### src/rtl/bram_frame_reader_if.sv
// rtl/bram_frame_reader_if.sv - word stream from the frame reader to its downstream consumer
interface bram_frame_reader_if #(
  parameter int WORD_LENGTH = 16
) ();
  logic [WORD_LENGTH-1:0] outData;
  logic                   outValid;
  logic                   outReady;

  modport master (output outData, output outValid, input outReady);
  modport slave  (input outData, input outValid, output outReady);
endinterface

### src/rtl/bram_frame_reader.sv
// rtl/bram_frame_reader.sv - sequential block-RAM read engine with prefetch FIFO and backpressured output
module bram_frame_reader #(
  parameter int WORD_LENGTH = 16,
  parameter int ADDR_WIDTH  = 17,
  parameter int MEM_DEPTH   = 125001,
  parameter int FIFO_DEPTH  = 4
) (
  input  logic                   clock,
  input  logic                   resetN,
  input  logic                   start,
  input  logic                   abort,
  input  logic [ADDR_WIDTH-1:0]  baseAddress,
  input  logic [ADDR_WIDTH-1:0]  wordCount,
  output logic                   busy,
  output logic                   done,
  output logic                   bramEnable,
  output logic                   bramWriteEnable,
  output logic [ADDR_WIDTH-1:0]  bramAddress,
  input  logic [WORD_LENGTH-1:0] bramDataIn,
  bram_frame_reader_if.master    stream
);
  localparam int PTR_W = $clog2(FIFO_DEPTH);
  localparam int CNT_W = PTR_W + 1;
  localparam logic [ADDR_WIDTH-1:0] LAST_ADDR = ADDR_WIDTH'(MEM_DEPTH - 1);

  typedef enum logic [1:0] {IDLE, FETCH, DRAIN} state_t;
  state_t state, state_next;

  logic [ADDR_WIDTH-1:0]  address, remaining;
  logic                   in_flight;
  logic                   done_q;
  logic [WORD_LENGTH-1:0] fifo_mem [FIFO_DEPTH];
  logic [PTR_W-1:0]       rd_ptr, wr_ptr;
  logic [CNT_W-1:0]       count, count_after_pop, count_next;
  logic                   valid, push, pop, issue, finish, zero_start;

  assign valid           = (count != '0);
  assign pop             = valid && stream.outReady;
  assign push            = in_flight;
  assign count_after_pop = count - CNT_W'(pop);
  assign count_next      = count_after_pop + CNT_W'(push);

  always_ff @(posedge clock or negedge resetN) begin
    if (!resetN) state <= IDLE;
    else         state <= state_next;
  end

  // A read is only issued when the FIFO is guaranteed room for it one cycle later
  always_comb begin
    state_next = state;
    issue      = 1'b0;
    finish     = 1'b0;
    zero_start = 1'b0;
    if (abort) begin
      state_next = IDLE;
    end else begin
      case (state)
        IDLE: begin
          if (start) begin
            if (wordCount == '0) zero_start = 1'b1;
            else                 state_next = FETCH;
          end
        end
        FETCH: begin
          if (count_after_pop + CNT_W'(in_flight) < CNT_W'(FIFO_DEPTH)) begin
            issue = 1'b1;
            if (remaining == ADDR_WIDTH'(1)) state_next = DRAIN;
          end
        end
        DRAIN: begin
          if (!in_flight && count_next == '0) begin
            finish     = 1'b1;
            state_next = IDLE;
          end
        end
        default: state_next = IDLE;
      endcase
    end
  end

  always_ff @(posedge clock or negedge resetN) begin
    if (!resetN) begin
      address   <= '0;
      remaining <= '0;
      in_flight <= 1'b0;
      done_q    <= 1'b0;
      rd_ptr    <= '0;
      wr_ptr    <= '0;
      count     <= '0;
    end else begin
      done_q    <= zero_start || finish;
      in_flight <= issue;
      if (abort) begin
        rd_ptr <= '0;
        wr_ptr <= '0;
        count  <= '0;
      end else begin
        if (push) wr_ptr <= wr_ptr + PTR_W'(1);
        if (pop)  rd_ptr <= rd_ptr + PTR_W'(1);
        count <= count_next;
      end
      if (state == IDLE && start && !abort) begin
        address   <= baseAddress;
        remaining <= wordCount;
      end else if (issue) begin
        address   <= (address == LAST_ADDR) ? '0 : address + ADDR_WIDTH'(1);
        remaining <= remaining - ADDR_WIDTH'(1);
      end
    end
  end

  // Storage needs no reset: outData is gated by valid, so stale entries never show
  always_ff @(posedge clock) begin
    if (push && !abort) fifo_mem[wr_ptr] <= bramDataIn;
  end

  assign busy            = (state != IDLE);
  assign done            = done_q;
  assign bramEnable      = issue;
  assign bramWriteEnable = 1'b0;
  assign bramAddress     = issue ? address : '0;
  assign stream.outValid = valid;
  assign stream.outData  = valid ? fifo_mem[rd_ptr] : '0;
endmodule
### src/flat_wrapper.sv
// flat-port wrapper written by rule: the top's interface ports become plain ports
module bram_frame_reader_flat 
#(
  parameter int WORD_LENGTH = 16,
  parameter int ADDR_WIDTH  = 17,
  parameter int MEM_DEPTH   = 125001,
  parameter int FIFO_DEPTH  = 4
)
  (clock, resetN, start, abort, baseAddress, wordCount, busy, done, bramEnable, bramWriteEnable, bramAddress, bramDataIn, stream_outData, stream_outValid, stream_outReady);
  bram_frame_reader_if #(.WORD_LENGTH(WORD_LENGTH)) stream_i ();
  input  logic clock;
  input  logic resetN;
  input  logic start;
  input  logic abort;
  input  logic [ADDR_WIDTH-1:0] baseAddress;
  input  logic [ADDR_WIDTH-1:0] wordCount;
  output logic busy;
  output logic done;
  output logic bramEnable;
  output logic bramWriteEnable;
  output logic [ADDR_WIDTH-1:0] bramAddress;
  input  logic [WORD_LENGTH-1:0] bramDataIn;
  output wire logic [$bits(stream_i.outData)-1:0] stream_outData;
  output wire logic [$bits(stream_i.outValid)-1:0] stream_outValid;
  input wire logic [$bits(stream_i.outReady)-1:0] stream_outReady;
  assign stream_outData = stream_i.outData;
  assign stream_outValid = stream_i.outValid;
  assign stream_i.outReady = stream_outReady;
  bram_frame_reader #(.WORD_LENGTH(WORD_LENGTH), .ADDR_WIDTH(ADDR_WIDTH), .MEM_DEPTH(MEM_DEPTH), .FIFO_DEPTH(FIFO_DEPTH)) u_core (.clock(clock), .resetN(resetN), .start(start), .abort(abort), .baseAddress(baseAddress), .wordCount(wordCount), .busy(busy), .done(done), .bramEnable(bramEnable), .bramWriteEnable(bramWriteEnable), .bramAddress(bramAddress), .bramDataIn(bramDataIn), .stream(stream_i));
endmodule
### config.mk
export PLATFORM = sky130hd
export DESIGN_NAME = bram_frame_reader_flat
export DESIGN_NICKNAME = d
export VERILOG_FILES = /design/src/rtl/bram_frame_reader_if.sv /design/src/rtl/bram_frame_reader.sv /design/src/flat_wrapper.sv
export SDC_FILE = /design/constraint.sdc
export NUM_CORES = 1
export LEC_CHECK = 0
export ABC_CLOCK_PERIOD_IN_PS = 4900
export CORE_UTILIZATION = 65
export DETAILED_ROUTE_END_ITERATION = 7
export DONT_BUFFER_PORTS = 1
export PLACE_DENSITY = 0.81
export SYNTH_ARGS = -nofsm -noshare
export SYNTH_HDL_FRONTEND = slang
export SYNTH_SLANG_ARGS = --single-unit
### constraint.sdc
create_clock -name clock -period 4.9 [get_ports clock]
set_input_delay 0 -clock clock [delete_from_list [all_inputs] [get_ports clock]]
set_output_delay 0 -clock clock [all_outputs]
set_load 0.01 [all_outputs]
* Yosys cells after proc, flatten, opt, wreduce, memory -nomap -nowiden *
Memory sizes are Yosys's and may differ from the RTL's.
Cells that the tools add are included.

word-level totals
  register bits after elaboration = 45
  memories kept = 1
  logic and storage cells = 73
  output and inout port bits = 38
  input port bits = 55
  memory bits (writable) = 64

memories
  name             words  bits a word  rd ports  clocked after Yosys merged registers in  write ports  line                     text
  u_core.fifo_mem  4      16           1         0                                        1            bram_frame_reader.sv:32  logic [WORD_LENGTH-1:0] fifo_mem [FIFO_DEPTH];

operators by class
  reductions and logical operators = 17
  $lt $le $gt $ge = 1
  $add $sub $neg = 6
  mux-type cells = 31
  equal/unequal tests = 9

operators with widths
  cell                                                    number
  two-way mux 17 bit                                      6
  two-way mux 2 bit                                       10
  adder 17 x 1 -> 17 bit (second input constant)          1
  == test 17 x 1 -> 1 bit (second input constant)         1
  == test 17 bit (second input constant)                  1
  logical NOT 17 bit                                      1
  subtractor 17 x 1 -> 17 bit (second input constant)     1
  two-way mux 16 bit                                      1
  two-way mux 1 bit                                       12
  inequality test 3 x 2 -> 1 bit (second input constant)  3
  nonzero test 2 bit                                      4
  inequality test 3 bit (second input constant)           2
  one-hot mux 2 bit (3 select lines)                      1
  logical AND 1 bit                                       5
  AND reduction 5 bit                                     1
  adder 2 x 1 -> 2 bit (second input constant)            2
  adder 3 x 1 -> 3 bit                                    1
  logical NOT 3 bit                                       1
  less-than comparator 3 bit (second input constant)      1
  two-way mux 3 bit                                       1
  nonzero test 3 bit                                      1
  subtractor 3 x 1 -> 3 bit                               1
  == test 2 x 1 -> 1 bit (second input constant)          1
  == test 2 bit (second input constant)                   1
  3 further kinds                                         4

* Depth between registers and ports, before layout *
  word-level depth = 10
  mapped depth = 15
  mapped depth without buffers = 13

* Worst setup path before layout *
No wires, ideal clock.

  kind = flip-flop to flip-flop
  from = register u_core.count[1]
  to = register u_core.address[2]
  required time = 4818 ps
  data arrival time = 3160 ps
  setup slack = 1658 ps
  period minus slack after synthesis = 3242 ps
  library setup time = 82 ps
  path buffers = 1
  stages on the path, launching flop included = 15
  cell sequence = dfrtp_1 -> or3_1 -> clkbuf_1 -> and2_1 -> ha_1 -> inv_1 -> ha_1 -> inv_1 -> fa_1 -> xnor3_1 -> nand3_2 -> inv_2 -> o31ai_1 -> or3b_2 -> a31oi_1

on the way
  cells in the longest elaborated chain, start to end = 9

ends and longest elaborated chain
  item                            line                      text
  from (decl)                     bram_frame_reader.sv:34   logic [CNT_W-1:0] count, count_after_pop, count_next;
  from (signal assigned)          bram_frame_reader.sv:100  count <= count_next;
  nonzero test 3 bit              bram_frame_reader.sv:37   assign valid = (count != '0);
  logical AND 1 bit               bram_frame_reader.sv:38   assign pop = valid && stream.outReady;
  subtractor 3 x 1 -> 3 bit *     bram_frame_reader.sv:40   assign count_after_pop = count - CNT_W'(pop);
  adder 3 x 1 -> 3 bit *          bram_frame_reader.sv:65   if (count_after_pop + CNT_W'(in_flight) < CNT_W'(FIFO_DEPTH)) begin
  less-than comparator 3 bit *    bram_frame_reader.sv:65
  two-way mux 1 bit *             bram_frame_reader.sv:65
  two-way mux 1 bit *             bram_frame_reader.sv:57   case (state)
  two-way mux 1 bit *             bram_frame_reader.sv:54   if (abort) begin
  nonzero test 2 bit (no line) *  --
  to (signal assigned)            bram_frame_reader.sv:103  address <= baseAddress;
  to (signal assigned)            bram_frame_reader.sv:106  address <= (address == LAST_ADDR) ? '0 : address + ADDR_WIDTH'(1);
  to (decl)                       bram_frame_reader.sv:29   logic [ADDR_WIDTH-1:0] address, remaining;

Every way passes the cells marked *; elsewhere a longest branch is shown, timed or not.
A chain may end at the register's enable or synchronous reset.

* Worst setup path after layout *
  from = register u_core.count[1]
  to = output port bramAddress[12]

on the way
  cells in the longest elaborated chain, start to end = 9

ends and longest elaborated chain
  item                        line                      text
  nonzero test 3 bit          bram_frame_reader.sv:37
  via stream_outValid         flat_wrapper.sv:24        output wire logic [$bits(stream_i.outValid)-1:0] stream_outValid;
  logical AND 1 bit           bram_frame_reader.sv:38
  subtractor 3 x 1 -> 3 bit   bram_frame_reader.sv:40
  adder 3 x 1 -> 3 bit        bram_frame_reader.sv:65
  less-than comparator 3 bit  bram_frame_reader.sv:65
  two-way mux 1 bit           bram_frame_reader.sv:65
  two-way mux 1 bit           bram_frame_reader.sv:57
  two-way mux 1 bit           bram_frame_reader.sv:54
  two-way mux 17 bit          bram_frame_reader.sv:121  assign bramAddress = issue ? address : '0;
  to (decl)                   flat_wrapper.sv:21        output logic [ADDR_WIDTH-1:0] bramAddress;

The timed path passes the listed nets, and every way through them passes these cells.

==> reports/qor.csv <==
metric,value,unit
critical-path cell list,"or3_1, and2_1, ha_1, inv_1, ha_1, inv_1, fa_1, xnor3_1, nand3_2, inv_2, buf_4, and2_1",
CP Data Required Time,4900,ps
crit-path leading delay family,simple AND/OR/NAND/NOR gates,
CTS tree,built,
Synth-to-Final Area Change,15.3,%
setup bufs post-CTS,0,
grt total ovfl,0,
Post-synth ARST share,41.3,%
sum of negative setup slack,0,ps
Net Sw Power,0.952,mW
DRC viols,0,
Resized Gates After CTS,0,
vias per cell,6.26,
Pre-antenna DRT Iters,5,
post-DP HPWL,6870,um
H-tree depth,3,
maxcap violations,0,
power after layout,2.61,mW
Multi-input gate area,0.00206,mm2
Synth Cell Area,0.00525,mm2
unrepaired setup endpoints after global routing,false,
Synth Flop Type,edfxtp_1,
Reg area,0.00305,mm2
Worst-Margin Slew,1090,ps
Place WS,1110,ps
final count of hold timing violations,0,
CTS root buf,clkbuf_8,
I/O Buffers,0,
Hold Crit Endpoint,u_core.done$_DFF_PN0_,
YS warnings,0,
WHS Path Cells,4,
Filler Cells Inserted,461,
post-synth cell types,55,
Crit Path Max Fanout,24,
Worst Skew,11.5,ps
post-route setup slack,1060,ps
Clk pwr share,19.6,%
vias in the first global route,3761,
CTS Hold Buffers Added,55,
fmax,0.261,GHz
Tcrit/Tclk final,78.3,%
Reg-to-Reg End,u_core.address[2]$_DFFE_PN0P_,
Comb power frac,31.4,%
Net Sw Frac,36.5,%
critical path's largest stage delay,630,ps
"Max stage delay cell, worst path",or3_1,
post-synthesis area per instance,12.1,um2
Worst Path Buf+Inv,4,
final design utilization,77.9,%
Final Setup Violations,0,
Die Y,91.9,um
GR Util All Layers,28.7,%
Worst setup SP type,register,
global routing's busiest layer,met2,
status,finished clean,
CP Class,register to output pin,
reg2reg path depth,13,
Routed WL,11000,um
"commonest non-fill, non-tap cell in the layout",edfxtp_1,
syn nets,498,
sequential fraction of the synthesis area,58.1,%
r2r setup slk,1070,ps
layout cells sized above 1,9.96,%
PwrDens,431,mW/mm2
Pint,1.66,mW
n_diodes,0,
worst rel slew slack,27.6,%
cts bufs inserted,9,
DR iter-0 viols,230,
Nets,544,
Pleak,2.17,nW
Worst setup EP type,output pin,
vias,3655,
initial core utilization,67.6,%
largest net degree at the start of global routing,46,
Worst-path clk slew,100,ps
"EDFF count, synth",64,
I/O pin cnt,93,
Tmin final,3840,ps
Max Buffers Root-to-Sink,2,
chip width,91.9,um
Reg power frac,49.0,%
WP data arrival,3840,ps
hold wc startpoint,wordCount[12],
wire per inst,18.8,um
FF-to-FF Start,u_core.count[1]$_DFF_PN0_,
GRT met2 Usage,47.9,%
Std-Cell Rows,32,
Syn Inst Count,432,
CTS Sinks,109,
Std-Cell Core Area,0.00777,mm2
initial antenna violation count,0,
met1 usage,37.6,%
Peak VDD IR,255,uV
antenna-violating nets left,0,
synthesized flop and latch total,109,
gpl congestion,0.848,
first-pass GRT wire length,18500,um
global-route track usage on met3,5.89,%
max-slew violations,0,
clock insertion delay at the later pin of the skew report,370,ps
Hold WC Path Type,input port to register,
most frequent cells in the layout,"edfxtp_1 (64), dlygate4sd3_1 (54), dfrtp_1 (45)",
Die ar.,0.00844,mm2
[through the flow]
stage | area (um2) | instances | hold WS, ps
finish | 6050 | 584 | 22.1
global route | 6050 | 584 | 33.7
CTS | 6050 | 584 | 10.4
detailed placement | 5300 | 514 | -295
global placement | 5300 | 514 | -295
floorplan | 5250 | 432 | -296
[routing by layer]
layer	up-vias	share of wire (%)	wire [um]
li1	1687	-	-
met1	1793	41	4490
met2	154	51	5580
met3	21	6.3	695
met4	0	2.1	233
met5	-	0	0
[worst max path at each step]
stage	start	depth (start not counted)	slack [ps]	to
finish	u_core.count[1]$_DFF_PN0_	12	1060	bramAddress[12]
detailed placement	u_core.count[1]$_DFF_PN0_	13	1110	u_core.address[2]$_DFFE_PN0P_
floorplan	u_core.count[1]$_DFF_PN0_	14	1660	u_core.address[2]$_DFFE_PN0P_
global route	u_core.count[1]$_DFF_PN0_	14	780	u_core.address[12]$_DFFE_PN0P_
global placement	u_core.count[1]$_DFF_PN0_	13	1230	u_core.address[2]$_DFFE_PN0P_
CTS	u_core.count[1]$_DFF_PN0_	12	1090	bramAddress[10]
[state kept, by name, indices dropped and copies added (netlist names)]
name              flops
u_core.fifo_mem      64
u_core.in_flight      1
u_core.done           1
u_core.wr_ptr         2
u_core.state          2
u_core.remaining     17
u_core.address       17
u_core.rd_ptr         2
u_core.count          3
[worst reg2reg max path, stage by stage (launching register included)]
cell and delay (ps):
dfrtp_1 430, or3_1 630, and2_1 340, ha_1 310, inv_1 70, ha_1 130, inv_1 40, fa_1 360
xnor3_1 290, nand3_2 110, inv_2 200, o31ai_1 180, or3b_2 490, a31oi_1 170
[cell usage after synthesis, types with 3 or more instances]
library cell | instances | area (um2)
or2_2 | 3 | 18.8
nor2_1 | 36 | 135
clkbuf_1 | 15 | 56.3
o21ai_0 | 19 | 95.1
o211ai_1 | 6 | 45.0
nor3_1 | 8 | 40.0
nor4_1 | 9 | 56.3
ha_1 | 10 | 125
nand4_1 | 8 | 50.1
or3_1 | 8 | 50.1
a32oi_1 | 5 | 43.8
a31oi_1 | 5 | 31.3
xor2_1 | 8 | 70.1
a221o_1 | 3 | 30.0
edfxtp_1 | 64 | 1920
buf_2 | 5 | 25.0
a21oi_1 | 9 | 45.0
and2_1 | 34 | 213
xnor2_1 | 5 | 43.8
mux4_2 | 16 | 360
dfrtp_1 | 45 | 1130
nand2_1 | 43 | 161
nand3_1 | 13 | 65.1
or4_1 | 3 | 22.5
inv_1 | 12 | 45.0
a22oi_1 | 4 | 30.0
[cell families (layout without fill, tap and decap cells)]
logic type,count (synthesis),count (layout),share of synthesized area (%)
other,1,1,0.0714
flip-flops,109,109,58.1
adder cells (fa/ha/maj),11,11,2.77
AO/OA/AOI/OAI,62,62,7.77
AND/OR/NAND/NOR,182,182,18.8
XOR/XNOR,14,14,2.60
buffers and inverters,36,86,2.91
multiplexers,17,17,7.06
[final cells by class]
| cell class | instances | share of cell area, % |
|---|---|---|
| clock buffers | 9 | 2.05 |
| clock inverters | 6 | 0.930 |
| inverters | 13 | 0.806 |
| multi-input cells | 287 | 34.0 |
| flip-flops and latches | 109 | 50.4 |
| well taps | 102 | 2.11 |
| repair buffers | 58 | 9.76 |
[power by group through the flow]
stage          Sequential [mW]  Clock (mW)  Combinational, mW
6_report                  1.28       0.510              0.819
5_1_grt                   1.31       0.552              0.916
4_1_cts                   1.28       0.516              0.812
3_5_place_dp              1.30           0              0.759
3_3_place_gp              1.29           0              0.736
2_1_floorplan             1.21           0              0.696
No activity file was read; power rests on OpenSTA's default activity.
